<file path="src/rtl/stack_seq_pkg.sv">
`default_nettype none
// ============================================================================
//  stack_seq_pkg
//  Shared opcodes, FSM state encoding and signed-limit helpers for the
//  stack ALU command sequencer.
//  Revision: 1.0
// ============================================================================
package stack_seq_pkg;

  localparam logic [2:0] OP_NOP  = 3'b000;
  localparam logic [2:0] OP_ADD  = 3'b100;
  localparam logic [2:0] OP_MUL  = 3'b101;
  localparam logic [2:0] OP_PUSH = 3'b110;
  localparam logic [2:0] OP_POP  = 3'b111;

  typedef enum logic [2:0] {
    IDLE     = 3'd0,
    PUSH     = 3'd1,
    POP      = 3'd2,
    OP       = 3'd3,
    POP1     = 3'd4,
    POP2     = 3'd5,
    PUSH_RES = 3'd6,
    ERR      = 3'd7
  } state_e;

  // Low n bits of the result hold the n-bit two's complement limit.
  function automatic logic [31:0] signed_max(input int unsigned n);
    return (32'd1 << (n - 1)) - 32'd1;
  endfunction

  function automatic logic [31:0] signed_min(input int unsigned n);
    return 32'd1 << (n - 1);
  endfunction

endpackage
`default_nettype wire

</file>
<file path="src/rtl/stack_seq_saturate.sv">
`default_nettype none
// ============================================================================
//  stack_seq_saturate
//  Clamps an overflowed ALU result to the signed limit matching the sign of
//  the exact result. Used only when STACK_SEQ_SATURATE_EN is defined.
//  Revision: 1.0
// ============================================================================
module stack_seq_saturate
  import stack_seq_pkg::*;
#(
  parameter int N = 8
) (
  input  logic [N-1:0] i_r,
  input  logic         i_v,
  input  logic         i_a_sign,
  input  logic         i_b_sign,
  input  logic [2:0]   i_op,
  output logic [N-1:0] o_p
);

  logic w_neg;

  always_comb begin
    // On overflow the exact sum shares A's sign; the exact product's sign is A^B.
    w_neg = (i_op == OP_MUL) ? (i_a_sign ^ i_b_sign) : i_a_sign;
    o_p   = i_r;
    if (i_v) begin
      o_p = w_neg ? N'(signed_min(N)) : N'(signed_max(N));
    end
  end

endmodule
`default_nettype wire

</file>
<file path="src/rtl/stack_alu_sequencer.sv">
`default_nettype none
// ============================================================================
//  stack_alu_sequencer
//  RPN command front end for stack_base_alu: depth tracking, ADD/MUL expansion
//  into op/pop/pop/push, result return. Optional STACK_SEQ_SATURATE_EN.
//  Revision: 1.0
// ============================================================================
module stack_alu_sequencer
  import stack_seq_pkg::*;
#(
  parameter int N     = 8,
  parameter int DEPTH = 201
) (
  input  logic                       clk,
  input  logic                       rst,
  input  logic                       cmd_valid,
  output logic                       cmd_ready,
  input  logic [2:0]                 cmd_opcode,
  input  logic [N-1:0]               cmd_data,
  output logic [2:0]                 alu_opcode,
  output logic [N-1:0]               alu_input_data,
  input  logic [N-1:0]               alu_output_data,
  input  logic                       alu_overflow,
  output logic                       res_valid,
  output logic [N-1:0]               res_data,
  output logic                       res_overflow,
  output logic                       err,
  output logic                       ovf_sticky,
  output logic [$clog2(DEPTH+1)-1:0] depth
);

  localparam int DEPTH_W = $clog2(DEPTH + 1);
  localparam logic [DEPTH_W-1:0] c_depth_full = DEPTH_W'(DEPTH);
  localparam logic [DEPTH_W-1:0] c_depth_one  = DEPTH_W'(1);

  state_e               state_q, state_d;
  logic                 cmd_ready_q, cmd_ready_d;
  logic [2:0]           alu_opcode_q, alu_opcode_d;
  logic [N-1:0]         alu_input_data_q, alu_input_data_d;
  logic                 res_valid_q, res_valid_d;
  logic [N-1:0]         res_data_q, res_data_d;
  logic                 res_overflow_q, res_overflow_d;
  logic                 err_q, err_d;
  logic                 ovf_sticky_q, ovf_sticky_d;
  logic [DEPTH_W-1:0]   depth_q, depth_d;
  logic [N-1:0]         r_q, r_d;
  logic                 v_q, v_d;
  logic                 w_xfer;
  logic [N-1:0]         w_p;

  assign w_xfer         = cmd_valid && cmd_ready_q;
  assign cmd_ready      = cmd_ready_q;
  assign alu_opcode     = alu_opcode_q;
  assign alu_input_data = alu_input_data_q;
  assign res_valid      = res_valid_q;
  assign res_data       = res_data_q;
  assign res_overflow   = res_overflow_q;
  assign err            = err_q;
  assign ovf_sticky     = ovf_sticky_q;
  assign depth          = depth_q;

`ifdef STACK_SEQ_SATURATE_EN
  logic       a_sign_q, a_sign_d;
  logic [2:0] op_q, op_d;

  always_comb begin
    a_sign_d = a_sign_q;
    op_d     = op_q;
    if (state_q == POP1) a_sign_d = alu_output_data[N-1];
    if (state_q == IDLE && w_xfer) op_d = cmd_opcode;
  end

  always_ff @(posedge clk) begin
    if (rst) begin
      a_sign_q <= 1'b0;
      op_q     <= OP_NOP;
    end else begin
      a_sign_q <= a_sign_d;
      op_q     <= op_d;
    end
  end

  // B arrives live from the ALU during POP2, the cycle P is computed.
  stack_seq_saturate #(.N(N)) u_saturate (
    .i_r      (r_q),
    .i_v      (v_q),
    .i_a_sign (a_sign_q),
    .i_b_sign (alu_output_data[N-1]),
    .i_op     (op_q),
    .o_p      (w_p)
  );
`else
  assign w_p = r_q;
`endif

  always_comb begin
    state_d        = state_q;
    depth_d        = depth_q;
    res_valid_d    = 1'b0;
    res_data_d     = res_data_q;
    res_overflow_d = res_overflow_q;
    ovf_sticky_d   = ovf_sticky_q;
    r_d            = r_q;
    v_d            = v_q;

    case (state_q)
      IDLE: begin
        if (w_xfer) begin
          case (cmd_opcode)
            OP_NOP:         state_d = IDLE;
            OP_PUSH:        state_d = (depth_q == c_depth_full) ? ERR : PUSH;
            OP_POP:         state_d = (depth_q == '0) ? ERR : POP;
            OP_ADD, OP_MUL: state_d = (depth_q <= c_depth_one) ? ERR : OP;
            default:        state_d = ERR;
          endcase
        end
      end
      PUSH: begin
        depth_d = depth_q + c_depth_one;
        state_d = IDLE;
      end
      POP: begin
        res_data_d     = alu_output_data;
        res_overflow_d = 1'b0;
        res_valid_d    = 1'b1;
        depth_d        = depth_q - c_depth_one;
        state_d        = IDLE;
      end
      OP: begin
        r_d     = alu_output_data;
        v_d     = alu_overflow;
        state_d = POP1;
      end
      POP1: begin
        depth_d = depth_q - c_depth_one;
        state_d = POP2;
      end
      POP2: begin
        depth_d = depth_q - c_depth_one;
        state_d = PUSH_RES;
      end
      PUSH_RES: begin
        depth_d        = depth_q + c_depth_one;
        res_data_d     = alu_input_data_q;
        res_overflow_d = v_q;
        res_valid_d    = 1'b1;
        ovf_sticky_d   = ovf_sticky_q | v_q;
        state_d        = IDLE;
      end
      default: state_d = IDLE;
    endcase

    // Registered ALU drive: decode the state being entered.
    cmd_ready_d      = (state_d == IDLE);
    err_d            = (state_d == ERR);
    alu_opcode_d     = OP_NOP;
    alu_input_data_d = '0;
    case (state_d)
      PUSH: begin
        alu_opcode_d     = OP_PUSH;
        alu_input_data_d = cmd_data;
      end
      POP, POP1, POP2: alu_opcode_d = OP_POP;
      OP:              alu_opcode_d = cmd_opcode;
      PUSH_RES: begin
        alu_opcode_d     = OP_PUSH;
        alu_input_data_d = w_p;
      end
      default: alu_opcode_d = OP_NOP;
    endcase
  end

  always_ff @(posedge clk) begin
    if (rst) begin
      state_q          <= IDLE;
      cmd_ready_q      <= 1'b0;
      alu_opcode_q     <= OP_NOP;
      alu_input_data_q <= '0;
      res_valid_q      <= 1'b0;
      res_data_q       <= '0;
      res_overflow_q   <= 1'b0;
      err_q            <= 1'b0;
      ovf_sticky_q     <= 1'b0;
      depth_q          <= '0;
      r_q              <= '0;
      v_q              <= 1'b0;
    end else begin
      state_q          <= state_d;
      cmd_ready_q      <= cmd_ready_d;
      alu_opcode_q     <= alu_opcode_d;
      alu_input_data_q <= alu_input_data_d;
      res_valid_q      <= res_valid_d;
      res_data_q       <= res_data_d;
      res_overflow_q   <= res_overflow_d;
      err_q            <= err_d;
      ovf_sticky_q     <= ovf_sticky_d;
      depth_q          <= depth_d;
      r_q              <= r_d;
      v_q              <= v_d;
    end
  end

endmodule
`default_nettype wire

</file>
<file path="config.mk">
export PLATFORM = sky130hd
export DESIGN_NAME = stack_alu_sequencer
export DESIGN_NICKNAME = d
export VERILOG_FILES = /design/src/rtl/stack_seq_pkg.sv /design/src/rtl/stack_seq_saturate.sv /design/src/rtl/stack_alu_sequencer.sv
export SDC_FILE = /design/constraint.sdc
export NUM_CORES = 1
export LEC_CHECK = 0
export BUFFER_PORTS_ARGS = -buffer_cell sky130_fd_sc_hd__clkbuf_2
export CAP_MARGIN = 20
export CORE_AREA = 2 2 65 67
export CTS_CLUSTER_SIZE = 30
export DETAILED_ROUTE_END_ITERATION = 10
export DIE_AREA = 0 0 67 69
export GPL_TIMING_DRIVEN = 0
export PLACE_DENSITY = 0.79
export SYNTH_ARGS = -nofsm -noshare
export SYNTH_HDL_FRONTEND = slang
export SYNTH_HIERARCHICAL = 1
export SYNTH_SLANG_ARGS = --single-unit
</file>
<file path="constraint.sdc">
create_clock -name clk -period 3.8 [get_ports clk]
set_input_delay 0.57 -clock clk [delete_from_list [all_inputs] [get_ports clk]]
set_output_delay 0.57 -clock clk [all_outputs]
set_load 0.02 [all_outputs]
</file>
# Word-level counts from Yosys, hierarchy flattened
# Cells that the tools add are included.
[word_totals] out_inout_bits=32 ff_bits=44 elab_cells=59 inputBits=23
[classes] n_eq_ne=18 bitwise=1 reduce_logical=13 magnitude_cmp=1 mux=12 n_addsub=2
[op_table] op="8-bit one-hot mux with 2 select lines" n=3
[op_table] op="3-bit == test (second input constant)" n=11
[op_table] op="3-bit one-hot mux with 4 select lines" n=2
[op_table] op="3-bit by 2-bit == test with 1-bit output (second input constant)" n=4
[op_table] op="3-bit two-way mux" n=4
[op_table] op="3-bit logical NOT" n=3
[op_table] op="3-bit one-hot mux with 3 select lines" n=1
[op_table] op="8-bit by 1-bit adder with 8-bit output (second input constant)" n=1
[op_table] op="8-bit == test (second input constant)" n=1
[op_table] op="8-bit by 1-bit <= comparator with 1-bit output (second input constant)" n=1
[op_table] op="8-bit logical NOT" n=1
[op_table] op="2-bit OR reduction" n=4
[op_table] op="8-bit by 1-bit subtractor with 8-bit output (second input constant)" n=1
[op_table] op="3-bit by 1-bit == test with 1-bit output (second input constant)" n=2
[op_table] op="3-bit OR reduction" n=2
[op_table] op="2-bit nonzero test" n=2
[op_table] op="1-bit one-hot mux with 2 select lines" n=1
[op_table] op="1-bit logical AND" n=1
[op_table] op="1-bit two-way mux" n=1
[op_table] op="1-bit OR" n=1

# Logic depth before layout (Yosys ltp)
[logic_depth] word_depth=8 ltp_mapped=8

# Worst setup path after synthesis
# Ideal clock, no wire load.
[synth_timing] path_kind="flip-flop to flip-flop" start="register depth_q[2], in the netlist depth[2]" end="register alu_opcode_q[1], in the netlist alu_opcode[1]" t_arrival_ps=1979 setup_ps=128 path_stages_with_launch=7 slack_ps=1693 cell_sequence="dfxtp_1 > buf_6 > or3_4 > or3_4 > a2111o_1 > o21bai_1 > a31oi_1"
[synth_via] elab_chain_cells=8 elab_cells_between_ends=18 cone_classes="order compare (1); eq/ne (7); mux (7); reduce/logical (3)"
[synth_rtl] element="start: declaration" line="stack_alu_sequencer.sv:45" text="logic [DEPTH_W-1:0] depth_q, depth_d;"
[synth_rtl] element="start signal: assignment" line="stack_alu_sequencer.sv:197" text="depth_q <= depth_d;"
[synth_rtl] element="8-bit by 1-bit <= comparator with 1-bit output (tied with other cells)" line="stack_alu_sequencer.sv:113" text="OP_ADD, OP_MUL: state_d = (depth_q <= c_depth_one) ? ERR : OP;"
[synth_rtl] element="3-bit two-way mux, on equally long branches" line="stack_alu_sequencer.sv:113, stack_alu_sequencer.sv:111, stack_alu_sequencer.sv:112"
[synth_rtl] element="3-bit one-hot mux with 4 select lines *" line="stack_alu_sequencer.sv:109" text="case (cmd_opcode)"
[synth_rtl] element="3-bit two-way mux *" line="stack_alu_sequencer.sv:108" text="if (w_xfer) begin"
[synth_rtl] element="3-bit one-hot mux with 4 select lines *" line="stack_alu_sequencer.sv:106" text="case (state_q)"
[synth_rtl] element="3-bit by 2-bit == test with 1-bit output (tied with other cells)" line="stack_alu_sequencer.sv:158" text="case (state_d)"
[synth_rtl] element="3-bit OR reduction / 2-bit OR reduction (equally long branches)"
[synth_rtl] element="3-bit one-hot mux with 3 select lines *" line="stack_alu_sequencer.sv:158"
[synth_rtl] element="end signal: assignment" line="stack_alu_sequencer.sv:190" text="alu_opcode_q <= alu_opcode_d;"
[synth_rtl] element="end: declaration" line="stack_alu_sequencer.sv:38" text="logic [2:0] alu_opcode_q, alu_opcode_d;"
# Every way passes the cells marked *; elsewhere a longest branch is shown, timed or not.
# A chain may end at the register's enable or synchronous reset.

# Final worst setup path
# Same ends and word-level chain as after synthesis.

==> impl_results.md <==
* DR vias/cell at 5.48
* Row cnt at 23
* DRC viols at 0
* Synthesized flop and latch total at 44
* Slew headroom at 55.5%
* Worst slew pin tran at 0.668 ns
* Syn Inst Count at 233
* Startpoint types: flip-flop
* Placeable Area at 3910 sq um
* Share of cells above drive strength 1 at 26.0%
* Hold Fails Final Rpt at 0
* Arrival time worst endpoint at 2.29 ns
* Final Max Tran Viols at 0
* Most frequent CP cell: or3_4
* Post-CTS setup buffers at 0
* Clock Pin Slew Worst Setup and Hold Paths at 0.08 ns
* Yosys warning total at 6
* PD cells at 572 nW/um^2
* Skew-Pair Late Insertion Delay at 0.29 ns
* Area of the multi-input gates at 1090 sq um
* Crit end category: flip-flop
* Simple-gate area share of the yosys netlist at 23.5%
* Routed wire per std cell at 14.0 microns
* Die Width at 67 microns
* Post-Synth XOR/XNOR Area at 2.91%
* Filler Cells Inserted at 361
* Die ar. at 4620 sq um
* Clk buf depth at 2
* Gr usage total at 21.7%
* Grt ovf at 0
* Vias in the first global route at 1716
* Ant. Diodes at 0
* WS Path Type: flip-flop to flip-flop
* Post-synth EDFFs at 0
* Synth Area in Adders at 2.38%
* Clock root cell: clkbuf_8
* Port bufs at 52
* Cts hold-fix bufs at 0
* Syn Nets at 260
* H-tree depth at 2
* Nets at 319
* Synth area leaders: dfxtp_1 (42%), nor2_1 (5.2%), nand2_1 (4.6%), a21oi_1 (3.8%), mux2i_1 (3.8%)
* Main synth FF type: dfxtp_1
* Worst path cell trace: buf_6 -> or3_4 -> or3_4 -> a2111o_1 -> o21bai_1 -> a31oi_1
* Hold Crit Class: flip-flop to flip-flop
* Post-cts repair resize count at 0
* Cts bufs inserted at 5
* Final setup violation count at 0
* Post-synth ARST share at 0%
* Largest family of logic cells by synthesized area: simple AND/OR/NAND/NOR gates
* First-pass GRT wire length at 7.87 mm
* Maximum vdd drop at 0.354 mV
* FMAX at 472 MHz
* Skew final at 0.00454 ns
* Avg Cell Area, Syn at 9.03 sq um
* Register Area at 881 sq um
* RSZ-0062 raised after global routing: no
* Initial core utilization at 53.8%
* Area of the mapped netlist at 2100 sq um
* Synth unique cells at 50
* Hold_ws at 0.459 ns
* Initial antenna violation count at 0
* Register area share after synthesis at 41.9%
* Detail Route Antenna Nets at 0
* Io pins at 55
* CTS tree: yes
* Largest area contributor in the netlist: dfxtp_1
* HPWL Detailed at 3.54 mm
* Vias at 1873
* RD Place Congestion at 0.844
* Crit-path max FO at 7
* Slowest stage delay, CP at 0.54 ns
* Top-area cell type share of the netlist area at 41.9%
* Power Total at 1.46 mW
* Initial DRC count at 121
* Status: complete, no violations
* Worst Path Required at 3.98 ns
* Max Cap Violations at 0
* Die Y at 69 microns
* Compound-Gate Fraction of Synth Area at 18.5%
* Slowest stage cell, crit path: a2111o_1
* Clk sinks at 44
* Fin crit period at 2.12 ns
* Leak Pwr at 1.04 nW
* Setup TNS at 0 ns
* Area grow syn2layout at 21.5%
* WL final at 4.78 mm
* First-pass detailed-route iteration total at 7
* Final Cycle Share at 55.8%
* Mux contribution to synthesized area at 4.34%
* Largest net degree at the start of global routing at 14
kinds of logic after synthesis:
group / after synthesis
AO/OA/AOI/OAI: 56
XOR/XNOR: 7
adder cells (fa/ha/maj): 4
buffers and inverters: 19
flip-flops: 44
multiplexers: 9
AND/OR/NAND/NOR: 94
worst max-delay path: cells and delay by family, from the launching register on:
family / cells / cell delay [ns]
flip-flops: 1 / 0.32
buffers and inverters: 1 / 0.13
AO/OA/AOI/OAI: 3 / 0.77
AND/OR/NAND/NOR: 2 / 0.79
synthesized netlist by cell type, types with 2 or more instances:
| cell type | instances |
|---|---|
| xor2_1 | 5 |
| nor2b_1 | 2 |
| inv_1 | 3 |
| nand3_1 | 4 |
| o21ai_0 | 3 |
| o22ai_1 | 2 |
| or3_4 | 2 |
| a21boi_0 | 2 |
| o21bai_1 | 3 |
| and3b_1 | 2 |
| or3_1 | 3 |
| a22o_1 | 8 |
| nor4b_1 | 2 |
| xnor2_1 | 2 |
| nand2_1 | 26 |
| a211oi_1 | 10 |
| buf_6 | 3 |
| nand2b_1 | 2 |
| nand4_1 | 4 |
| nand3b_1 | 2 |
| or2_2 | 2 |
| and4_1 | 3 |
| nor3_1 | 3 |
| clkbuf_1 | 8 |
| ha_1 | 4 |
| dfxtp_1 | 44 |
| clkbuf_8 | 2 |
| nor2_1 | 29 |
| mux2i_1 | 8 |
| a22oi_1 | 3 |
| a21oi_1 | 16 |
| a31oi_1 | 3 |
layer usage:
layer	vias to the layer above	track usage, %	wire [microns]
met5	-	0	0
met4	0	5.90	55
met3	6	6.20	245
met2	52	34.5	2290
met1	862	28.6	2190
li1	953	-	-
metrics by stage:
| step | area, sq um | utilization (%) | worst slack [ns] | std cells |
|---|---|---|---|---|
| 2_1_floorplan | 2100 | - | 1.69 | 233 |
| 3_3_place_gp | 2430 | 62.0 | 1.62 | 335 |
| 3_5_place_dp | 2430 | 62.0 | 1.62 | 335 |
| 4_1_cts | 2560 | 65.3 | 1.68 | 342 |
| 5_1_grt | 2560 | 65.3 | 1.58 | 342 |
| 6_report | 2560 | 65.3 | 1.68 | 342 |
area by class of cell:
class	instances	share of cell area (%)
Multi-Input combinational cell	170	42.5
Sequential cell	44	34.5
Timing Repair Buffer	52	10.2
Buffer	16	4.89
Clock buffer	5	2.69
Tap cell	50	2.45
Clock inverter	2	2.35
Inverter	3	0.441
where the power goes:
group          internal [mW]  switching, mW  leakage [nW]
clock network          0.259          0.153        0.0642
logic                  0.213          0.265         0.623
registers              0.513         0.0588         0.357
total                  0.985          0.478          1.04
state kept, by name, indices dropped and copies added (netlist names):
| register | count |
|---|---|
| alu_opcode | 3 |
| res_data | 8 |
| res_overflow | 1 |
| cmd_ready | 1 |
| alu_input_data | 8 |
| v_q | 1 |
| depth | 8 |
| state_q | 3 |
| ovf_sticky | 1 |
| res_valid | 1 |
| err | 1 |
| r_q | 8 |
final timing paths:
| check | start | end | slack (ns) | cells after the start |
|---|---|---|---|---|
| setup / recovery | depth[2] | alu_opcode[1] | 1.68 | 6 |
| hold / removal | r_q[2] | r_q[2] | 0.46 | 2 |
| setup reg to reg | depth[2] | alu_opcode[1] | 1.68 | 6 |
| hold reg to reg | r_q[2] | r_q[2] | 0.46 | 2 |
layout by cell type, fill, tap and decap left out, types with 3 or more instances in the layout:
cell	count
clkbuf_2	52
dfxtp_1	44
nor2_1	29
nand2_1	26
a21oi_1	16
a211oi_1	10
clkbuf_1	8
a22o_1	8
mux2i_1	8
clkbuf_8	7
xor2_1	5
nand3_1	4
nand4_1	4
ha_1	4
inv_1	3
buf_6	3
or3_1	3
a22oi_1	3
and4_1	3
o21bai_1	3
nor3_1	3
a31oi_1	3
o21ai_0	3
No activity file was read; power rests on OpenSTA's default activity.
